### src/rtl/sddr_pkg.sv
// Shared types and constants for the SDDR word-to-line bridge.
package sddr_pkg;

    typedef enum logic [2:0] {
        ST_IDLE      = 3'd0,
        ST_FILL_CMD  = 3'd1,
        ST_FILL_WAIT = 3'd2,
        ST_WB_CMD    = 3'd3,
        ST_WB_WAIT   = 3'd4,
        ST_RESP      = 3'd5
    } state_t;

    localparam int WORD_BITS         = 32;
    localparam int DEFAULT_LINE_BITS = 128;
    localparam int WORDS_PER_LINE    = DEFAULT_LINE_BITS / WORD_BITS;
    localparam int LINE_OFFSET_BITS  = 4;
    localparam int WORD_IDX_BITS     = LINE_OFFSET_BITS - 2;

endpackage

### src/rtl/sddr_line_merge.sv
// Replaces the enabled bytes of one word inside a line; all other bytes pass through.
module sddr_line_merge
    import sddr_pkg::*;
#(
    parameter int LINE_BITS = DEFAULT_LINE_BITS
) (
    input  logic [LINE_BITS-1:0]     line,
    input  logic [WORD_IDX_BITS-1:0] word_idx,
    input  logic [WORD_BITS-1:0]     wdata,
    input  logic [3:0]               be,
    output logic [LINE_BITS-1:0]     merged
);

    // NOTE: default assignment first so no path through this block infers a latch.
    always_comb begin
        merged = line;
        for (int b = 0; b < 4; b++) begin
            if (be[b]) begin
                merged[int'(word_idx) * WORD_BITS + b * 8 +: 8] = wdata[b * 8 +: 8];
            end
        end
    end

endmodule

### src/rtl/sddr_word_bridge.sv
// CPU word port to SDDR line-command bridge with a one-line write-through read buffer.
module sddr_word_bridge
    import sddr_pkg::*;
#(
    parameter int ADDR_BITS      = 27,
    parameter int LINE_BITS      = DEFAULT_LINE_BITS,
    parameter int TIMEOUT_CYCLES = 4096
) (
    input  logic                 cpu_clock_i,
    input  logic                 reset_i,
    input  logic                 cpu_req_valid_i,
    output logic                 cpu_req_ready_o,
    input  logic [ADDR_BITS-1:0] cpu_req_addr_i,
    input  logic                 cpu_req_write_i,
    input  logic [31:0]          cpu_req_wdata_i,
    input  logic [3:0]           cpu_req_be_i,
    output logic                 cpu_rsp_valid_o,
    output logic [31:0]          cpu_rsp_rdata_o,
    output logic                 cpu_rsp_error_o,
    input  logic                 flush_i,
    output logic                 mem_cmd_valid_o,
    input  logic                 mem_cmd_ack_i,
    output logic [ADDR_BITS-1:0] mem_cmd_address_o,
    output logic                 mem_cmd_write_o,
    output logic [LINE_BITS-1:0] mem_cmd_data_o,
    input  logic                 mem_rsp_ready_i,
    input  logic [LINE_BITS-1:0] mem_rsp_data_i
);

    localparam int TAG_BITS = ADDR_BITS - LINE_OFFSET_BITS;
    localparam int CNT_BITS = (TIMEOUT_CYCLES > 0) ? $clog2(TIMEOUT_CYCLES + 1) : 1;

    state_t                state;
    logic [ADDR_BITS-1:0]  req_addr;
    logic                  req_write;
    logic [31:0]           req_wdata;
    logic [3:0]            req_be;
    logic [LINE_BITS-1:0]  buf_data;
    logic [TAG_BITS-1:0]   buf_tag;
    logic                  buf_valid;
    logic [31:0]           rsp_rdata;
    logic                  rsp_error;
    logic [CNT_BITS-1:0]   wait_cnt;

    logic                     hit;
    logic                     timeout_hit;
    logic [WORD_IDX_BITS-1:0] merge_idx;
    logic [LINE_BITS-1:0]     merge_src;
    logic [LINE_BITS-1:0]     merged_line;
    logic                     unused_addr_bits;

    assign unused_addr_bits = ^cpu_req_addr_i[1:0];

    // A flush in the acceptance cycle forces a miss.
    assign hit = buf_valid && !flush_i && (buf_tag == cpu_req_addr_i[ADDR_BITS-1:LINE_OFFSET_BITS]);
    assign timeout_hit = (TIMEOUT_CYCLES != 0) && (wait_cnt == CNT_BITS'(TIMEOUT_CYCLES));

    // The merger serves the write-hit path in IDLE and the fill-then-write path in FILL_WAIT.
    assign merge_idx = (state == ST_IDLE) ? cpu_req_addr_i[3:2] : req_addr[3:2];
    assign merge_src = (state == ST_FILL_WAIT) ? mem_rsp_data_i : buf_data;

    sddr_line_merge #(.LINE_BITS(LINE_BITS)) u_merge (
        .line     (merge_src),
        .word_idx (merge_idx),
        .wdata    ((state == ST_IDLE) ? cpu_req_wdata_i : req_wdata),
        .be       ((state == ST_IDLE) ? cpu_req_be_i : req_be),
        .merged   (merged_line)
    );

    assign cpu_req_ready_o   = (state == ST_IDLE) && !reset_i;
    assign cpu_rsp_valid_o   = (state == ST_RESP);
    assign cpu_rsp_rdata_o   = (state == ST_RESP) ? rsp_rdata : '0;
    assign cpu_rsp_error_o   = (state == ST_RESP) && rsp_error;
    assign mem_cmd_valid_o   = (state == ST_FILL_CMD) || (state == ST_WB_CMD);
    assign mem_cmd_write_o   = (state == ST_WB_CMD);
    assign mem_cmd_address_o = mem_cmd_valid_o ? {req_addr[ADDR_BITS-1:LINE_OFFSET_BITS], {LINE_OFFSET_BITS{1'b0}}} : '0;
    assign mem_cmd_data_o    = (state == ST_WB_CMD) ? buf_data : '0;

    // NOTE: every register here is state, so only non-blocking assignments are used.
    always_ff @(posedge cpu_clock_i) begin
        if (reset_i) begin
            state     <= ST_IDLE;
            req_addr  <= '0;
            req_write <= 1'b0;
            req_wdata <= '0;
            req_be    <= '0;
            buf_data  <= '0;
            buf_tag   <= '0;
            buf_valid <= 1'b0;
            rsp_rdata <= '0;
            rsp_error <= 1'b0;
            wait_cnt  <= '0;
        end else begin
            if (flush_i) buf_valid <= 1'b0;
            case (state)
                ST_IDLE: begin
                    if (cpu_req_valid_i) begin
                        req_addr  <= cpu_req_addr_i;
                        req_write <= cpu_req_write_i;
                        req_wdata <= cpu_req_wdata_i;
                        req_be    <= cpu_req_be_i;
                        rsp_rdata <= '0;
                        rsp_error <= 1'b0;
                        if (cpu_req_write_i && cpu_req_be_i == 4'b0000) begin
                            state <= ST_RESP;
                        end else if (hit && !cpu_req_write_i) begin
                            rsp_rdata <= buf_data[int'(cpu_req_addr_i[3:2]) * WORD_BITS +: WORD_BITS];
                            state     <= ST_RESP;
                        end else if (hit) begin
                            buf_data <= merged_line;
                            state    <= ST_WB_CMD;
                        end else begin
                            state <= ST_FILL_CMD;
                        end
                    end
                end
                ST_FILL_CMD: begin
                    if (mem_cmd_ack_i) begin
                        wait_cnt <= '0;
                        state    <= ST_FILL_WAIT;
                    end
                end
                ST_FILL_WAIT: begin
                    if (mem_rsp_ready_i) begin
                        buf_tag   <= req_addr[ADDR_BITS-1:LINE_OFFSET_BITS];
                        buf_valid <= !flush_i;
                        if (req_write) begin
                            buf_data <= merged_line;
                            state    <= ST_WB_CMD;
                        end else begin
                            buf_data  <= mem_rsp_data_i;
                            rsp_rdata <= mem_rsp_data_i[int'(req_addr[3:2]) * WORD_BITS +: WORD_BITS];
                            state     <= ST_RESP;
                        end
                    end else if (timeout_hit) begin
                        buf_valid <= 1'b0;
                        rsp_error <= 1'b1;
                        state     <= ST_RESP;
                    end else if (wait_cnt < CNT_BITS'(TIMEOUT_CYCLES)) begin
                        wait_cnt <= wait_cnt + 1'b1;
                    end
                end
                ST_WB_CMD: begin
                    if (mem_cmd_ack_i) begin
                        wait_cnt <= '0;
                        state    <= ST_WB_WAIT;
                    end
                end
                ST_WB_WAIT: begin
                    if (mem_rsp_ready_i) begin
                        state <= ST_RESP;
                    end else if (timeout_hit) begin
                        buf_valid <= 1'b0;
                        rsp_error <= 1'b1;
                        state     <= ST_RESP;
                    end else if (wait_cnt < CNT_BITS'(TIMEOUT_CYCLES)) begin
                        wait_cnt <= wait_cnt + 1'b1;
                    end
                end
                default: state <= ST_IDLE;
            endcase
        end
    end

endmodule

### config.mk
export PLATFORM = sky130hd
export DESIGN_NAME = sddr_word_bridge
export DESIGN_NICKNAME = d
export VERILOG_FILES = /design/src/rtl/sddr_pkg.sv /design/src/rtl/sddr_line_merge.sv /design/src/rtl/sddr_word_bridge.sv
export SDC_FILE = /design/constraint.sdc
export NUM_CORES = 1
export LEC_CHECK = 0
export CAP_MARGIN = 20
export CORE_UTILIZATION = 50
export DETAILED_ROUTE_END_ITERATION = 16
export DONT_BUFFER_PORTS = 1
export GPL_TIMING_DRIVEN = 0
export PLACE_DENSITY = 0.65
export REMOVE_ABC_BUFFERS = 1
export SLEW_MARGIN = 20
export SYNTH_ARGS = -nofsm -noshare
export SYNTH_HDL_FRONTEND = slang
export SYNTH_SLANG_ARGS = --single-unit
### constraint.sdc
create_clock -name cpu_clock_i -period 2.7 [get_ports cpu_clock_i]
set_input_delay 0.81 -clock cpu_clock_i [delete_from_list [all_inputs] [get_ports cpu_clock_i]]
set_output_delay 0.81 -clock cpu_clock_i [all_outputs]
set_load 0.005 [all_outputs]
== Word level (Yosys, flattened, before mapping) ==
Index checks and enable logic that the tools add are counted.

* Word-level logic and storage cells: 127
* Input port bits: 198
* ROM bits: 0
* Bits in latches: 0
* Memory bits (writable): 0
* Output and inout bits: 192
* Flip-flop bits (word level): 265
* Memories: 0

* Div/mod/pow operators: 0
* Order comparisons: 1
* Bitwise logic cells: 0
* Shift-type cells: 10
* Reductions and logical operators: 24
* Eq/ne operators: 20
* Mux-type cells: 53
* Multiply operators: 0
* $add $sub $neg: 8

{| class="wikitable"
|+ Operator list
! kind !! count
|-
| 128-bit 2-to-1 mux || 12
|-
| 128-bit bitwise mux || 4
|-
| 8-bit by 33-bit variable shift with 128-bit output, first input constant || 4
|-
| 8-bit by 33-bit indexed part select with 128-bit output || 4
|-
| 128-bit one-hot mux with 2 select lines || 1
|-
| 128-bit by 8-bit indexed part select with 32-bit output || 2
|-
| 32-bit 2-to-1 mux || 7
|-
| 32-bit negator with 33-bit output || 3
|-
| 32-bit one-hot mux with 2 select lines || 1
|-
| 13-bit 2-to-1 mux || 4
|-
| 7-bit negator with 33-bit output || 1
|-
| 27-bit 2-to-1 mux || 1
|-
| 3-bit 2-to-1 mux || 9
|-
| 13-bit one-hot mux with 2 select lines || 1
|-
| 23-bit == test || 1
|-
| 2-bit inequality test, second input constant || 10
|-
| 7-bit by 5-bit adder with 8-bit output, second input constant || 2
|-
| 3-bit one-hot mux with 5 select lines || 1
|-
| 13-bit by 1-bit adder with 13-bit output, second input constant || 1
|-
| 13-bit == test, second input constant || 1
|-
| 13-bit less-than comparator, second input constant || 1
|-
| 7-bit by 4-bit adder with 8-bit output, second input constant || 1
|-
| 4-bit AND reduction || 2
|-
| 1-bit 2-to-1 mux || 7
|-
| 18 further kinds || 35
|}

== Longest topological paths before layout ==
Gate-level depths: netlist of the first run.

* Word-level depth: 17
* Depth in mapped cells: 9
* Depth with buffers taken out: 7

== By module ==
Synthesis of the first run repeated with hierarchy kept, for this count alone.

* Cell total of the unflattened synthesis: 2391
* Area total of the unflattened synthesis: 20773.7 um^2

{| class="wikitable"
|+ Modules (own cells, without submodules)
! module !! cells an instance !! times used !! seq. area each (um^2) !! area an instance (um^2)
|-
| sddr_word_bridge || 1989 || 1 || 5265.0 || 17949.7
|-
| sddr_line_merge || 402 || 1 || 0.0 || 2824.0
|}

== Worst setup path before layout of the first run ==
No wires, ideal clock.

* Kind: in2reg
* Start: input port cpu_req_be_i[3]
* End: register buf_data[47]
* Stages: 7
* Library setup time: 122 ps
* Data arrival time: 2271 ps
* Data required time: 2578 ps
* Slack: 307 ps
* Path buffers: 2
* Cell sequence: buf_2 nor4_1 nand2b_1 a2111oi_1 a31oi_1 buf_2 o311a_1

* Cells in the longest elaborated chain, start to end: 7
* Elaborated cells between the ends (all ways): 13
* Classes of those cells: eq/ne: 1; mux: 9; reduce/logical: 3

{| class="wikitable"
|+ Ends and longest elaborated chain
! element !! RTL line !! source
|-
| start: declaration || sddr_word_bridge.sv:16 || <nowiki>input logic [3:0] cpu_req_be_i,</nowiki>
|-
| 4-bit 2-to-1 mux || sddr_word_bridge.sv:66 || <nowiki>.be ((state == ST_IDLE) ? cpu_req_be_i : req_be),</nowiki>
|-
| 128-bit 2-to-1 mux || sddr_line_merge.sv:18 || <nowiki>if (be[b]) begin</nowiki>
|-
| 128-bit 2-to-1 mux || sddr_word_bridge.sv:109 || <nowiki>end else if (hit) begin</nowiki>
|-
| 128-bit 2-to-1 mux || sddr_word_bridge.sv:106 || <nowiki>end else if (hit && !cpu_req_write_i) begin</nowiki>
|-
| 128-bit 2-to-1 mux || sddr_word_bridge.sv:104 || <nowiki>if (cpu_req_write_i && cpu_req_be_i == 4'b0000) begin</nowiki>
|-
| 128-bit 2-to-1 mux || sddr_word_bridge.sv:97 || <nowiki>if (cpu_req_valid_i) begin</nowiki>
|-
| 128-bit one-hot mux with 2 select lines || sddr_word_bridge.sv:95 || <nowiki>case (state)</nowiki>
|-
| end signal: assignment || sddr_word_bridge.sv:110 || <nowiki>buf_data <= merged_line;</nowiki>
|-
| end signal: assignment || sddr_word_bridge.sv:128 || <nowiki>buf_data <= merged_line;</nowiki>
|-
| end signal: assignment || sddr_word_bridge.sv:131 || <nowiki>buf_data <= mem_rsp_data_i;</nowiki>
|-
| end: declaration || sddr_word_bridge.sv:38 || <nowiki>logic [LINE_BITS-1:0] buf_data;</nowiki>
|}

Several ways; a longest one is shown, not always the timed one. The select of a mux whose other input is x is not followed.
A chain may end at the register's enable or synchronous reset.

== Worst setup path in the final report of the first run ==
* Start: register state[0]
* End: output port mem_cmd_data_o[120]

* Cells in the longest elaborated chain, start to end: 2

{| class="wikitable"
|+ Ends and longest elaborated chain
! element !! RTL line !! source
|-
| start: declaration || sddr_word_bridge.sv:33 || <nowiki>state_t state;</nowiki>
|-
| start signal: assignment || sddr_word_bridge.sv:82 || <nowiki>state <= ST_IDLE;</nowiki>
|-
| start signal: assignment || sddr_word_bridge.sv:105 || <nowiki>state <= ST_RESP;</nowiki>
|-
| start signal: assignment || sddr_word_bridge.sv:108 || <nowiki>state <= ST_RESP;</nowiki>
|-
| 3-bit by 2-bit == test with 1-bit output || sddr_word_bridge.sv:77 || <nowiki>assign mem_cmd_data_o = (state == ST_WB_CMD) ? buf_data : '0;</nowiki>
|-
| 128-bit 2-to-1 mux || sddr_word_bridge.sv:77 ||
|-
| end: declaration || sddr_word_bridge.sv:25 || <nowiki>output logic [LINE_BITS-1:0] mem_cmd_data_o,</nowiki>
|}

Every way passes these cells.

==> results of run 1 <==
==> state kept, by name, indices dropped and copies added (netlist names) <==
| signal | cells |
|---|---|
| wait_cnt | 13 |
| buf_valid | 1 |
| buf_data | 128 |
| state | 3 |
| rsp_rdata | 32 |
| req_be | 4 |
| buf_tag | 23 |
| req_addr | 25 |
| rsp_error | 1 |
| req_write | 1 |
| req_wdata | 32 |
==> cell type report <==
class                           count  area [µm²]
Clock buffer                       52         986
Clock inverter                      4        48.8
Fill cell                        3344       16000
Inverter                            5        27.5
Multi-Input combinational cell   1878       13200
Sequential cell                   263        5290
Tap cell                          511         639
Timing Repair Buffer               96        1600
==> metal layers <==
layer	up-vias	track usage (%)	share of wire, %
met5	-	0.383	0.018
met4	2	13.9	3.5
met2	1074	56.7	47
met1	8962	42.8	39
met3	188	8.41	11
li1	8295	-	-
==> cells in the mapped netlist (17+ instances only) <==
library cell / count
nand2_1: 311
mux2_2: 17
nand4b_1: 17
clkbuf_1: 158
mux2i_1: 372
and3_1: 133
nand3b_1: 18
o31a_1: 31
mux4_2: 64
nand3_1: 143
xnor2_1: 27
a21oi_1: 191
dfxtp_1: 263
and2_1: 60
o21ai_0: 36
nor2_1: 270
a211oi_1: 33
nand4_1: 47
buf_2: 64
==> how the worst max path moves through the flow <==
stage,from,end,depth (start not counted),slack (ns)
after floorplan,state[2],buf_data[15],4,-11.38
after global placement,state[1],rsp_rdata[8],4,-21.36
after detailed placement,state[1],buf_data[120],12,-1.51
after CTS,state[2],mem_cmd_data_o[83],5,-0.09
after global routing,state[0],mem_cmd_data_o[83],4,-0.04
final,state[0],mem_cmd_data_o[120],5,-0.02
==> cells by family (layout without fill, tap and decap cells) <==
kind of cell	count (synthesis)	count (layout)	synth area share, %
other	1	4	0.0194
and+or+nand+nor	1055	1058	26.5
adders and majority gates	2	2	0.129
DFF	263	263	27.2
muxes	470	470	29.1
AOI/OAI and AO/OA	314	314	9.56
xor gates and xnor gates	30	30	1.36
buffers and inverters	260	157	6.16
==> power groups by stage <==
stage          Sequential [mW]  Combinational (mW)  Clock [mW]
2_1_floorplan             4.51                3.03           0
3_3_place_gp              4.68                4.01           0
3_5_place_dp              4.55                4.38           0
4_1_cts                   4.39                4.97        4.38
5_1_grt                   4.43                5.51        4.53
6_report                  4.40                5.22        4.35
==> critical path: stages, from the launching register on <==
cell and delay, ns:
dfxtp_4 0.42, nor2b_4 0.26, buf_12 0.17, buf_12 0.13, buf_16 0.13, and3_4 0.21
==> stage by stage <==
stage	utilization (%)	setup TNS, ns	cells
after floorplan	-	-2656.68	2143
after global placement	49.8	-5521.45	2654
after detailed placement	52.7	-195.44	2706
after CTS	56.9	-1.34	2797
after global routing	57.7	-1.17	2809
final	57.7	-0.241	2809
==> what timing repair did <==
| item | in CTS | in global routing |
|---|---|---|
| endpoints found under the setup margin | 383 | 136 |
| resized for setup | 35 | 26 |
| gates cloned | 7 | 5 |
| pin swaps | 4 | 3 |
| setup buffers | 30 | 9 |
| hold endpoints to repair | 0 | 0 |
| hold buffers | 0 | 0 |
==> flow_summary_export.csv, run 1 <==
group,metric,value,unit
min_path,hold_class,"input port to flip-flop",
floorplanning,die_y,199,µm
status,status,"complete, but fails checks",
detailed_routing,remaining_drc_errors,0,
setup_path,crit_type,"flip-flop to primary output",
detailed_routing,routed_wl,72200,µm
setup_path,arrival,1.91,ns
pwr,clkPwrFrac,31.1,%
setup_path,startpoint_type,"flip-flop",
final_layout,stdcell_area,0.0218,mm²
timing,fin_crit_sh,101,%
grt,grt_overflow_total,0,
logic_synthesis,async_flop_share,0,%
timing,slew_headroom,29.6,%
detailed_routing,drt_iter0_markers,1651,
logic_synthesis,synth_area_per_cell,8.08,µm²
timing,min_period,2.72,ns
setup_path,ff2ff_path_depth,7,
pwr,seq_power_share,31.5,%
final_layout,layout_commonest_cell,"mux2i_1",
detailed_routing,ant_nets,0,
logic_synthesis,synth_seq_cells,263,
pwr,p_comb_share,37.3,%
pwr,leakagePower,9.95,nW
logic_synthesis,synth_top_area_cell,"dfxtp_1",
logic_synthesis,synth_cell_types,66,
final_layout,nNetsFinal,2475,
cts,path_clk_slew,0.06,ns
status,violations,"setup timing",
pwr,p_sw_share,37.0,%
place,hpwl,43400,µm
cts,clock_latency,0.59,ns
floorplanning,initial_core_util,51.1,%
logic_synthesis,synth_cells,2395,
pwr,p_total,14.0,mW
setup_path,r2r_start,"state[1]",
timing,fin_ws,-0.0235,ns
cts,htree_levels,1,
final_layout,final_cell_mix,"mux2i_1 (372), nand2_1 (310), nor2_1 (268)",
grt,grt_max_degree,145,
logic_synthesis,synth_area,0.0194,mm²
floorplanning,ios,390,
logic_synthesis,seq_area_frac_synth,27.2,%
logic_synthesis,synth_edf_count,0,
place,place_area,0.0199,mm²
timing,holdWs,0.294,ns
cts,cts.path.max_buffers,3,
setup_path,endpoint_kind,"primary output",
logic_synthesis,synthDominantCellAreaShare,27.2,%
floorplanning,core,0.0378,mm²
logic_synthesis,netlist_top_cells_area,"dfxtp_1 (27%), mux2i_1 (19%), mux4_2 (7.4%)",
logic_synthesis,yosysWarnings,0,
setup_path,cp.required,1.89,ns
flow_run,maxCapViolations,0,
cts,cts_made_buffers,31,
setup_path,worst-path-max-fanout,6,
min_path,min_to,"buf_valid",
min_path,min_path_cells,1,
grt,grt_use_total,34.4,%
timing,rsz0062_at_grt,"true",
pwr,ir_worst_vdd,523,µV
detailed_routing,vias_per_cell,6.59,
setup_path,reg2reg_slack,0.01,ns
timing,hold_viol,0,
place,globalplace.congestion,0.864,
timing,drv_slew,0,
grt,grt_first_pass_wirelength,105000,µm
timing,worstMarginPinSlew,1.06,ns
place,pre_cts_slack,-1.51,ns
timing,fmax,0.367,GHz
final_layout,syn_to_final_growth,12.7,%
floorplanning,die_area,0.0395,mm²
pwr,power_density,640,mW/mm²
grt,grt_pass1_vias,17600,
min_path,min_from,"flush_i",
cts,clockRootBuffer,"clkbuf_16",
pwr,intPower,8.81,mW
place,io_buffers,0,
cts,clock_sinks,263,
detailed_routing,vias,18500,
floorplanning,die_w,199,µm
floorplanning,rows,71,
pwr,switchingPower,5.17,mW
final_layout,diodes,0,
logic_synthesis,synth_flop_cell,"dfxtp_1",
detailed_routing,drt-pass1-iter-count,6,
cts,cts_tree,"built",
detailed_routing,wl_per_cell,25.7,µm
grt,antenna_found_initial,1,
timing,setup_violations,27,
final_layout,drive_gt1_share,13.1,%
timing,finClkSkew,0.0177,ns
setup_path,r2r_end,"buf_data[111]",
Note: power is estimated with default switching activity, not from simulation.
==> inputs of run 2 (changes only) <==
Settings changed: CORE_UTILIZATION 50 to 30, CTS_CLUSTER_DIAMETER set to 30, PLACE_DENSITY 0.65 to 0.44.
==> flow_summary_export.csv, run 2 (synthesized netlist as in run 1, its figures left out) <==
group,metric,value,unit
setup_path,cp_common_cell,"buf_12",
floorplanning,die_w,256,µm
final_layout,fillCellCount,6318,
cts,path_clk_slew,0.04,ns
cts,ctsHoldBuffers,0,
setup_path,endpoint_kind,"primary output",
floorplanning,initial_core_util,30.5,%
pwr,power_density,848,mW/mm²
detailed_routing,drt_iter0_markers,1745,
final_layout,final_cell_mix,"mux2i_1 (372), nand2_1 (310), nor2_1 (268)",
setup_path,startpoint_type,"flip-flop",
detailed_routing,wl_per_cell,26.3,µm
floorplanning,core,0.0634,mm²
final_layout,layout_commonest_cell,"mux2i_1",
flow_run,maxCapViolations,0,
floorplanning,die_y,256,µm
floorplanning,rows,92,
final_layout,fin_util,39.7,%
setup_path,worst-path-max-fanout,5,
cts,cts.path.max_buffers,3,
detailed_routing,ant_nets,0,
final_layout,reg_top3,"buf_data: 128 flops, req_wdata: 32 flops, rsp_rdata: 32 flops",
setup_path,worstPathCellList,"buf_12 > nor2b_4 > buf_12 > buf_12 > buf_16 > and3_4",
floorplanning,die_area,0.0655,mm²
final_layout,syn_to_final_growth,30.1,%
setup_path,r2r_start,"state[0]",
timing,setup_violations,53,
place,globalplace.congestion,0.809,
min_path,min_from,"reset_i",
timing,finClkSkew,0.0312,ns
timing,worstMarginPinSlew,1.06,ns
floorplanning,ios,390,
cts,clock_latency,0.64,ns
detailed_routing,routed_wl,86500,µm
place,io_buffers,0,
status,status,"complete, but fails checks",
pwr,leakagePower,11.3,nW
final_layout,regMostFlops,"buf_data",
timing,drv_slew,0,
setup_path,cp_slowest_cell,"dfxtp_4",
timing,slew_headroom,29.2,%
grt,grt_pass1_vias,18500,
grt,grt_first_pass_wirelength,125000,µm
cts,cts_made_buffers,99,
setup_path,critPathLaunch,"state[0]",
grt,grt_max_degree,128,
cts,clockRootBuffer,"clkbuf_16",
place,place_area,0.0205,mm²
cts,cts_tree,"built",
grt,grt_overflow_total,0,
timing,fin_crit_sh,102,%
setup_path,crit_type,"flip-flop to primary output",
cts,htree_levels,3,
timing,hold_viol,0,
detailed_routing,vias_per_cell,5.68,
setup_path,arrival,1.95,ns
timing,fin_ws,-0.0569,ns
final_layout,nNetsFinal,2565,
detailed_routing,vias,18700,
pwr,ir_worst_vdd,453,µV
setup_path,cp.required,1.89,ns
timing,rsz0062_at_grt,"true",
pwr,p_total,21.4,mW
place,hpwl,52300,µm
final_layout,stdcell_area,0.0252,mm²
setup_path,max_stage_delay,0.36,ns
timing,holdWs,0.238,ns
detailed_routing,remaining_drc_errors,0,
status,violations,"setup timing",
timing,min_period,2.76,ns
min_path,hold_class,"input port to flip-flop",
grt,antenna_found_initial,1,
place,pre_cts_slack,-1.97,ns
final_layout,drive_gt1_share,20.0,%
detailed_routing,drt-pass1-iter-count,6,
cts,clock_sinks,263,
final_layout,largest_register_ffs,128,
timing,fmax,0.363,GHz
grt,grt_use_total,25.4,%
run 2: report_power, final:
| group | switching [mW] | leakage [nW] | internal [mW] | total [mW] |
|---|---|---|---|---|
| combinational | 3.36 | 7.50 | 2.36 | 5.71 |
| clock | 3.26 | 1.68 | 7.95 | 11.2 |
| sequential | 0.262 | 2.14 | 4.17 | 4.43 |
| total | 6.88 | 11.3 | 14.5 | 21.4 |
run 2: final cells by class:
cell class	instances	area, µm²	share of cell area, %
diodes	1	2.50	0.00994
repair buffers	120	2020	8.01
clock inverters	18	238	0.944
well taps	846	1060	4.20
flip-flops and latches	263	5290	21.0
multi-input cells	1876	13400	53.2
inverters	5	31.3	0.124
clock buffers	163	3160	12.5
run 2: metal layers:
| layer | track usage, % | share of wire (%) | vias to the layer above |
|---|---|---|---|
| li1 | - | - | 8512 |
| met1 | 32.0 | 42 | 9165 |
| met2 | 39.9 | 46 | 809 |
| met3 | 8.00 | 8.6 | 212 |
| met4 | 10.5 | 3.8 | 0 |
| met5 | 0 | 0 | - |
run 2: repair_timing:
action	in CTS	in global routing
endpoints found under the setup margin	434	197
pin swaps	29	6
setup buffers	51	4
resized for setup	103	19
gates cloned	11	4
run 2: critical path: cells and delay by family, from the launching register on:
family                 cells  cell delay [ns]
and+or+nand+nor            2             0.40
buffers and inverters      4             0.55
DFF                        1             0.36
run 2: final timing paths:
| check | endpoint | slack, ns | cells after the start |
|---|---|---|---|
| hold / removal | req_addr[18] | 0.24 | 1 |
| setup / recovery | mem_cmd_data_o[7] | -0.06 | 6 |
| hold reg to reg | req_wdata[10] | 0.45 | 2 |
| setup reg to reg | buf_data[21] | 0.07 | 9 |
run 2: metrics by stage:
step	TNS, ns	instances
after floorplan	-2656.68	2143
after global placement	-6430.65	2989
after detailed placement	-274.70	3048
after CTS	-6.17	3286
after global routing	-12.71	3291
final	-1.32	3292
